--- src/rtl/triangle_scheduler.sv ---
// Walks a triangle list: fetches 3 indices and 3 vertices per triangle, lets the
// transform datapath settle, then hands the screen-space triangle to the rasterizer.
// Optional back-face culling is enabled with `define BACKFACE_CULL_EN.
module triangle_scheduler #(
  parameter int SETTLE_CYCLES = 8,
  parameter int IDX_W         = 16
) (
  input  logic             clk,
  input  logic             reset_n,
  input  logic             start,
  input  logic [IDX_W-1:0] idx_base,
  input  logic [IDX_W-1:0] num_tris,
  output logic             busy,
  output logic             done,
  output logic             idx_rd_en,
  output logic [IDX_W-1:0] idx_addr,
  input  logic [IDX_W-1:0] idx_rd_data,
  input  logic             idx_rd_valid,
  output logic             vtx_rd_en,
  output logic [IDX_W-1:0] vtx_addr,
  input  logic [63:0]      vtx_rd_data,
  input  logic             vtx_rd_valid,
  output logic [63:0]      vertex_a,
  output logic [63:0]      vertex_b,
  output logic [63:0]      vertex_c,
  input  logic [31:0]      draw_V1,
  input  logic [31:0]      draw_V2,
  input  logic [31:0]      draw_V3,
  output logic             tri_valid,
  input  logic             tri_ready,
  output logic [31:0]      tri_V1,
  output logic [31:0]      tri_V2,
  output logic [31:0]      tri_V3,
  output logic [IDX_W-1:0] tri_count,
  output logic [IDX_W-1:0] cull_count
);

  localparam int CNT_W = $clog2(SETTLE_CYCLES + 1);

  typedef enum logic [2:0] {
    S_IDLE, S_FETCH_IDX, S_FETCH_VTX, S_SETTLE, S_EMIT, S_DONE
  } state_t;

  state_t           state_q, state_d;
  logic [IDX_W-1:0] ptr_q, ptr_d;
  logic [IDX_W-1:0] num_q, num_d;
  logic [IDX_W-1:0] tri_idx_q, tri_idx_d;
  logic [1:0]       k_q, k_d;
  logic             pend_q, pend_d;
  logic [IDX_W-1:0] index_q [3];
  logic [IDX_W-1:0] index_d [3];
  logic [63:0]      vertex_a_q, vertex_a_d, vertex_b_q, vertex_b_d, vertex_c_q, vertex_c_d;
  logic [CNT_W-1:0] settle_q, settle_d;
  logic [31:0]      tri_v1_q, tri_v1_d, tri_v2_q, tri_v2_d, tri_v3_q, tri_v3_d;
  logic             tri_valid_q, tri_valid_d;
  logic [IDX_W-1:0] tri_count_q, tri_count_d;
  logic             busy_q, busy_d;
  logic             done_q, done_d;
  logic             idx_rd_en_q, idx_rd_en_d;
  logic [IDX_W-1:0] idx_addr_q, idx_addr_d;
  logic             vtx_rd_en_q, vtx_rd_en_d;
  logic [IDX_W-1:0] vtx_addr_q, vtx_addr_d;
  logic [IDX_W-1:0] tri_next;
  logic             advance;

`ifdef BACKFACE_CULL_EN
  logic [IDX_W-1:0]  cull_count_q, cull_count_d;
  logic signed [34:0] area;

  // Twice the signed area of the screen triangle; fields are {y,x} 16b signed.
  function automatic logic signed [34:0] tri_area(input logic [31:0] v1,
                                                  input logic [31:0] v2,
                                                  input logic [31:0] v3);
    logic signed [16:0] dx21, dy31, dx31, dy21;
    logic signed [33:0] p1, p2;
    dx21 = {v2[15], v2[15:0]}  - {v1[15], v1[15:0]};
    dy31 = {v3[31], v3[31:16]} - {v1[31], v1[31:16]};
    dx31 = {v3[15], v3[15:0]}  - {v1[15], v1[15:0]};
    dy21 = {v2[31], v2[31:16]} - {v1[31], v1[31:16]};
    p1 = 34'(dx21) * 34'(dy31);
    p2 = 34'(dx31) * 34'(dy21);
    return 35'(p1) - 35'(p2);
  endfunction

  assign area = tri_area(draw_V1, draw_V2, draw_V3);
`endif

  assign tri_next = tri_idx_q + 1'b1;

  always_comb begin
    state_d     = state_q;
    ptr_d       = ptr_q;
    num_d       = num_q;
    tri_idx_d   = tri_idx_q;
    k_d         = k_q;
    pend_d      = pend_q;
    index_d     = index_q;
    vertex_a_d  = vertex_a_q;
    vertex_b_d  = vertex_b_q;
    vertex_c_d  = vertex_c_q;
    settle_d    = settle_q;
    tri_v1_d    = tri_v1_q;
    tri_v2_d    = tri_v2_q;
    tri_v3_d    = tri_v3_q;
    tri_valid_d = tri_valid_q;
    tri_count_d = tri_count_q;
    busy_d      = busy_q;
    done_d      = 1'b0;
    idx_rd_en_d = 1'b0;
    idx_addr_d  = idx_addr_q;
    vtx_rd_en_d = 1'b0;
    vtx_addr_d  = vtx_addr_q;
    advance     = 1'b0;
`ifdef BACKFACE_CULL_EN
    cull_count_d = cull_count_q;
`endif

    case (state_q)
      S_IDLE: begin
        if (start) begin
          ptr_d       = idx_base;
          num_d       = num_tris;
          tri_idx_d   = '0;
          k_d         = 2'd0;
          pend_d      = 1'b0;
          tri_count_d = '0;
`ifdef BACKFACE_CULL_EN
          cull_count_d = '0;
`endif
          if (num_tris == '0) begin
            state_d = S_DONE;
            done_d  = 1'b1;
            busy_d  = 1'b0;
          end else begin
            state_d = S_FETCH_IDX;
            busy_d  = 1'b1;
          end
        end
      end

      // One outstanding index read at a time; stray rd_valid is dropped.
      S_FETCH_IDX: begin
        if (!pend_q) begin
          idx_rd_en_d = 1'b1;
          idx_addr_d  = ptr_q;
          pend_d      = 1'b1;
        end else if (idx_rd_valid) begin
          case (k_q)
            2'd0:    index_d[0] = idx_rd_data;
            2'd1:    index_d[1] = idx_rd_data;
            default: index_d[2] = idx_rd_data;
          endcase
          ptr_d  = ptr_q + 1'b1;
          pend_d = 1'b0;
          if (k_q == 2'd2) begin
            k_d     = 2'd0;
            state_d = S_FETCH_VTX;
          end else begin
            k_d = k_q + 2'd1;
          end
        end
      end

      S_FETCH_VTX: begin
        if (!pend_q) begin
          vtx_rd_en_d = 1'b1;
          pend_d      = 1'b1;
          case (k_q)
            2'd0:    vtx_addr_d = index_q[0];
            2'd1:    vtx_addr_d = index_q[1];
            default: vtx_addr_d = index_q[2];
          endcase
        end else if (vtx_rd_valid) begin
          case (k_q)
            2'd0:    vertex_a_d = vtx_rd_data;
            2'd1:    vertex_b_d = vtx_rd_data;
            default: vertex_c_d = vtx_rd_data;
          endcase
          pend_d = 1'b0;
          if (k_q == 2'd2) begin
            k_d      = 2'd0;
            settle_d = CNT_W'(SETTLE_CYCLES);
            state_d  = S_SETTLE;
          end else begin
            k_d = k_q + 2'd1;
          end
        end
      end

      // vertex_a/b/c are frozen here so the datapath output is a clean multicycle path.
      S_SETTLE: begin
        if (settle_q == CNT_W'(1)) begin
          tri_v1_d = draw_V1;
          tri_v2_d = draw_V2;
          tri_v3_d = draw_V3;
`ifdef BACKFACE_CULL_EN
          if (area <= 35'sd0) begin
            cull_count_d = cull_count_q + 1'b1;
            advance      = 1'b1;
          end else begin
            tri_valid_d = 1'b1;
            state_d     = S_EMIT;
          end
`else
          tri_valid_d = 1'b1;
          state_d     = S_EMIT;
`endif
        end else begin
          settle_d = settle_q - CNT_W'(1);
        end
      end

      S_EMIT: begin
        if (tri_ready) begin
          tri_valid_d = 1'b0;
          tri_count_d = tri_count_q + 1'b1;
          advance     = 1'b1;
        end
      end

      S_DONE: state_d = S_IDLE;

      default: state_d = S_IDLE;
    endcase

    if (advance) begin
      tri_idx_d = tri_next;
      if (tri_next == num_q) begin
        state_d = S_DONE;
        done_d  = 1'b1;
        busy_d  = 1'b0;
      end else begin
        state_d = S_FETCH_IDX;
      end
    end
  end

  always_ff @(posedge clk or negedge reset_n) begin
    if (!reset_n) begin
      state_q     <= S_IDLE;
      ptr_q       <= '0;
      num_q       <= '0;
      tri_idx_q   <= '0;
      k_q         <= '0;
      pend_q      <= 1'b0;
      index_q     <= '{default: '0};
      vertex_a_q  <= '0;
      vertex_b_q  <= '0;
      vertex_c_q  <= '0;
      settle_q    <= '0;
      tri_v1_q    <= '0;
      tri_v2_q    <= '0;
      tri_v3_q    <= '0;
      tri_valid_q <= 1'b0;
      tri_count_q <= '0;
      busy_q      <= 1'b0;
      done_q      <= 1'b0;
      idx_rd_en_q <= 1'b0;
      idx_addr_q  <= '0;
      vtx_rd_en_q <= 1'b0;
      vtx_addr_q  <= '0;
`ifdef BACKFACE_CULL_EN
      cull_count_q <= '0;
`endif
    end else begin
      state_q     <= state_d;
      ptr_q       <= ptr_d;
      num_q       <= num_d;
      tri_idx_q   <= tri_idx_d;
      k_q         <= k_d;
      pend_q      <= pend_d;
      index_q     <= index_d;
      vertex_a_q  <= vertex_a_d;
      vertex_b_q  <= vertex_b_d;
      vertex_c_q  <= vertex_c_d;
      settle_q    <= settle_d;
      tri_v1_q    <= tri_v1_d;
      tri_v2_q    <= tri_v2_d;
      tri_v3_q    <= tri_v3_d;
      tri_valid_q <= tri_valid_d;
      tri_count_q <= tri_count_d;
      busy_q      <= busy_d;
      done_q      <= done_d;
      idx_rd_en_q <= idx_rd_en_d;
      idx_addr_q  <= idx_addr_d;
      vtx_rd_en_q <= vtx_rd_en_d;
      vtx_addr_q  <= vtx_addr_d;
`ifdef BACKFACE_CULL_EN
      cull_count_q <= cull_count_d;
`endif
    end
  end

  assign busy      = busy_q;
  assign done      = done_q;
  assign idx_rd_en = idx_rd_en_q;
  assign idx_addr  = idx_addr_q;
  assign vtx_rd_en = vtx_rd_en_q;
  assign vtx_addr  = vtx_addr_q;
  assign vertex_a  = vertex_a_q;
  assign vertex_b  = vertex_b_q;
  assign vertex_c  = vertex_c_q;
  assign tri_valid = tri_valid_q;
  assign tri_V1    = tri_v1_q;
  assign tri_V2    = tri_v2_q;
  assign tri_V3    = tri_v3_q;
  assign tri_count = tri_count_q;
`ifdef BACKFACE_CULL_EN
  assign cull_count = cull_count_q;
`else
  assign cull_count = '0;
`endif

endmodule

--- config.mk ---
export PLATFORM = sky130hd
export DESIGN_NAME = triangle_scheduler
export DESIGN_NICKNAME = d
export VERILOG_FILES = /design/src/rtl/triangle_scheduler.sv
export SDC_FILE = /design/constraint.sdc
export NUM_CORES = 1
export LEC_CHECK = 0
export BUFFER_PORTS_ARGS = -buffer_cell sky130_fd_sc_hd__buf_2
export CAP_MARGIN = 20
export CORE_ASPECT_RATIO = 1.75
export CORE_MARGIN = 1
export CORE_UTILIZATION = 25
export DETAILED_ROUTE_END_ITERATION = 6
export PLACE_DENSITY_LB_ADDON = 0.3
export SLEW_MARGIN = 30
export SYNTH_ARGS = -nofsm -noshare
export SYNTH_HDL_FRONTEND = slang
export SYNTH_SLANG_ARGS = --single-unit
export TNS_END_PERCENT = 100
--- constraint.sdc ---
create_clock -name clk -period 5.1 [get_ports clk]
set_clock_uncertainty 0.15 [all_clocks]
set_input_delay 0.255 -clock clk [delete_from_list [all_inputs] [get_ports clk]]
set_output_delay 0.255 -clock clk [all_outputs]
set_load 0.01 [all_outputs]
==> results.cfg <==
[clock_network]
cts_root_buf = clkbuf_16
post_cts_resized = 0
clock_latency_ns = 0.59
cts_hold_buf = 209
cts_tree = done
cts_buffers = 45
clkTransAtPathRegs_ns = 0.06
numClockSinks = 447
post_cts.repair.setup_buffers = 0
htreeDepth = 2
clock_path_buffers = 3

[synthesis]
ys_ff_latch = 447
ys_async_sr_fraction = 1.00
synth_area_per_cell_um2 = 11.7
yosysMostFrequentCell = dfrtp_1
synth_area_leaders = dfrtp_1 60%, mux2_2 15%, nand2_1 7.3%, o21ai_0 1.6%, a21oi_1 1.3%
synthCells = 1583
synth_top_area_share = 0.603
synth_warnings = 0
synth_cell_type_count = 61
synth-main-ff-cell = dfrtp_1
synth_edf_count = 0
synthTopCellsByCount = 447 x dfrtp_1, 362 x nand2_1, 252 x mux2_2, 59 x clkbuf_1, 59 x o21ai_0
synth_seq_area_share = 0.603
synth_area_um2 = 18600
yosysTopAreaCell = dfrtp_1

[worst_setup_path]
cp_slowest_cell = or4_1
end_kind = flop
critPathKind = reg -> reg
critPathMaxFanout = 24
startpoint_type = flop
worst-endpoint-required_ns = 5.41
path_cells = nand2_2 -> or4_1 -> mux2_1
worstPathArrival_ns = 3.48
crit_path_max_incr_delay_ns = 1.01

[global_routing]
grt_max_degree = 137
grt_pass1_vias = 15700
grt_pass1_wl_mm = 88.7
antenna_found_initial = 4
track_usage = 0.148
gr-total-overflow = 0

[place]
placed_area_um2 = 22300
io_buffers = 554
dp_hpwl_mm = 39.4
dp.cells = 3001
gp_congestion = 0.832

[flow_run]
max-cap-violations = 0

[detailed_routing]
detail_route.vias_per_cell = 4.48
drt-initial-drc-count = 547
wl_per_cell_um = 17.1
drc = 0
routed_wl_mm = 56.5
vias = 14800
ant_nets = 0
drtPass1Iterations = 4

[finish]
fin_cells = 3294
area_growth_pct = 39.9
fin_area_um2 = 26000
nFillCells = 7187
num-nets-final = 2546
drive_gt1_frac = 0.386

[worst_hold_path]
hp-class = in -> reg

[sta]
max_freq_ghz = 0.316
tns_ns = 0
rsz0062_at_grt = no
finalSetupViolations = 0
period_share = 0.621
min_period_ns = 3.17
hold_viol = 0
max_slew.worst_pin.slew_ns = 0.936
slew_viol_final = 0
relSlewSlack = 0.374

[die]
io_pins = 571
num_rows = 131
die_width_um = 208
die_h_um = 362
die-area_um2 = 75400
core_um2 = 73100
start_util = 0.254

[power]
irDropWorstVdd_v = 0.000281
power_w = 0.0135
power.density_nw_per_um2 = 519
p_leak_nw = 12.7

[outcome]
outcome = finished clean
critical path, delay by kind of cell, from the launching register on:
| family | cells | cell delay, ns |
|---|---|---|
| AND/OR/NAND/NOR | 2 | 1.56 |
| multiplexers | 1 | 0.45 |
| flip-flops | 1 | 0.87 |
metal layers:
layer  GRT usage  routed length [um]  vias up
li1            -                   -     6856
met1       0.160               21700     7267
met2       0.277               29200      559
met3      0.0353                3760       88
met4      0.0569                1870        2
met5           0                  10        -
layout make-up:
class | instances | area, um2 | share of cell area
multi-input combinational | 1034 | 6950 | 0.268
timing repair buffer | 782 | 5070 | 0.195
tap | 931 | 1160 | 0.0448
antenna | 2 | 5.00 | 0.000193
inverter | 17 | 63.8 | 0.00246
sequential | 447 | 11200 | 0.431
clock inverter | 22 | 282 | 0.0108
clock buffer | 59 | 1260 | 0.0484
cell usage in the layout (no fill, tap or decap), types with 17 or more instances in the layout:
master,n
buf_2,553
dfrtp_1,447
nand2_1,361
mux2_2,252
dlygate4sd3_1,209
o21ai_0,59
nor2_1,52
a21oi_1,47
clkbuf_16,45
nand3_1,32
mux2_1,20
xor2_1,18
inv_1,17
mux2i_1,17
power by group:
part	internal, W	switching [W]	leakage, nW
Sequential	0.00482	0.000818	5.50
Clock	0.00201	0.00146	0.758
Combinational	0.00206	0.00232	6.48
Total	0.00889	0.00460	12.7
worst paths after layout:
check / from / endpoint / slack (ns) / cells after the start
max: state_q[0]$_DFFE_PN0P_ / index_q[45]$_DFFE_PN0P_ / 1.93 / 3
min: start / pend_q$_DFFE_PN0P_ / 0.08 / 4
max reg2reg: state_q[0]$_DFFE_PN0P_ / index_q[45]$_DFFE_PN0P_ / 1.93 / 3
min reg2reg: tri_V3[6]$_DFFE_PN0P_ / tri_V3[6]$_DFFE_PN0P_ / 0.32 / 2
max in group asynchronous: reset_n / vertex_b[13]$_DFFE_PN0P_ / 3.32 / 3
min in group asynchronous: reset_n / tri_V3[6]$_DFFE_PN0P_ / 0.18 / 2
cells by family (layout without fill, tap and decap cells):
family,count (synthesis),after routing,share of synthesized area
fa+ha+maj,5,5,0.00337
buf+inv,117,880,0.0285
other cells,1,18,0.000202
xor+xnor,28,28,0.0132
compound gates,162,162,0.0516
mux,289,289,0.174
flops,447,447,0.603
simple gates,534,534,0.126
per-stage QoR:
step,hold slack [ns],setup slack (ns),utilization
2_1_floorplan,-0.191,2.83,-
3_3_place_gp,0.237,1.62,0.305
3_5_place_dp,0.238,1.56,0.305
4_1_cts,0.0190,1.57,0.355
5_1_grt,0.102,1.68,0.355
6_report,0.0777,1.93,0.355
registers in the layout (all words and copies together) (netlist names), 2 cells and up:
register / flops
idx_addr: 16
index_q: 48
state_q: 3
tri_idx_q: 16
tri_V2: 32
settle_q: 4
tri_V1: 32
vertex_a: 64
num_q: 16
tri_count: 16
k_q: 2
ptr_q: 16
vertex_b: 64
vtx_addr: 16
vertex_c: 64
tri_V3: 32
No activity file was read; power rests on OpenSTA's default activity.
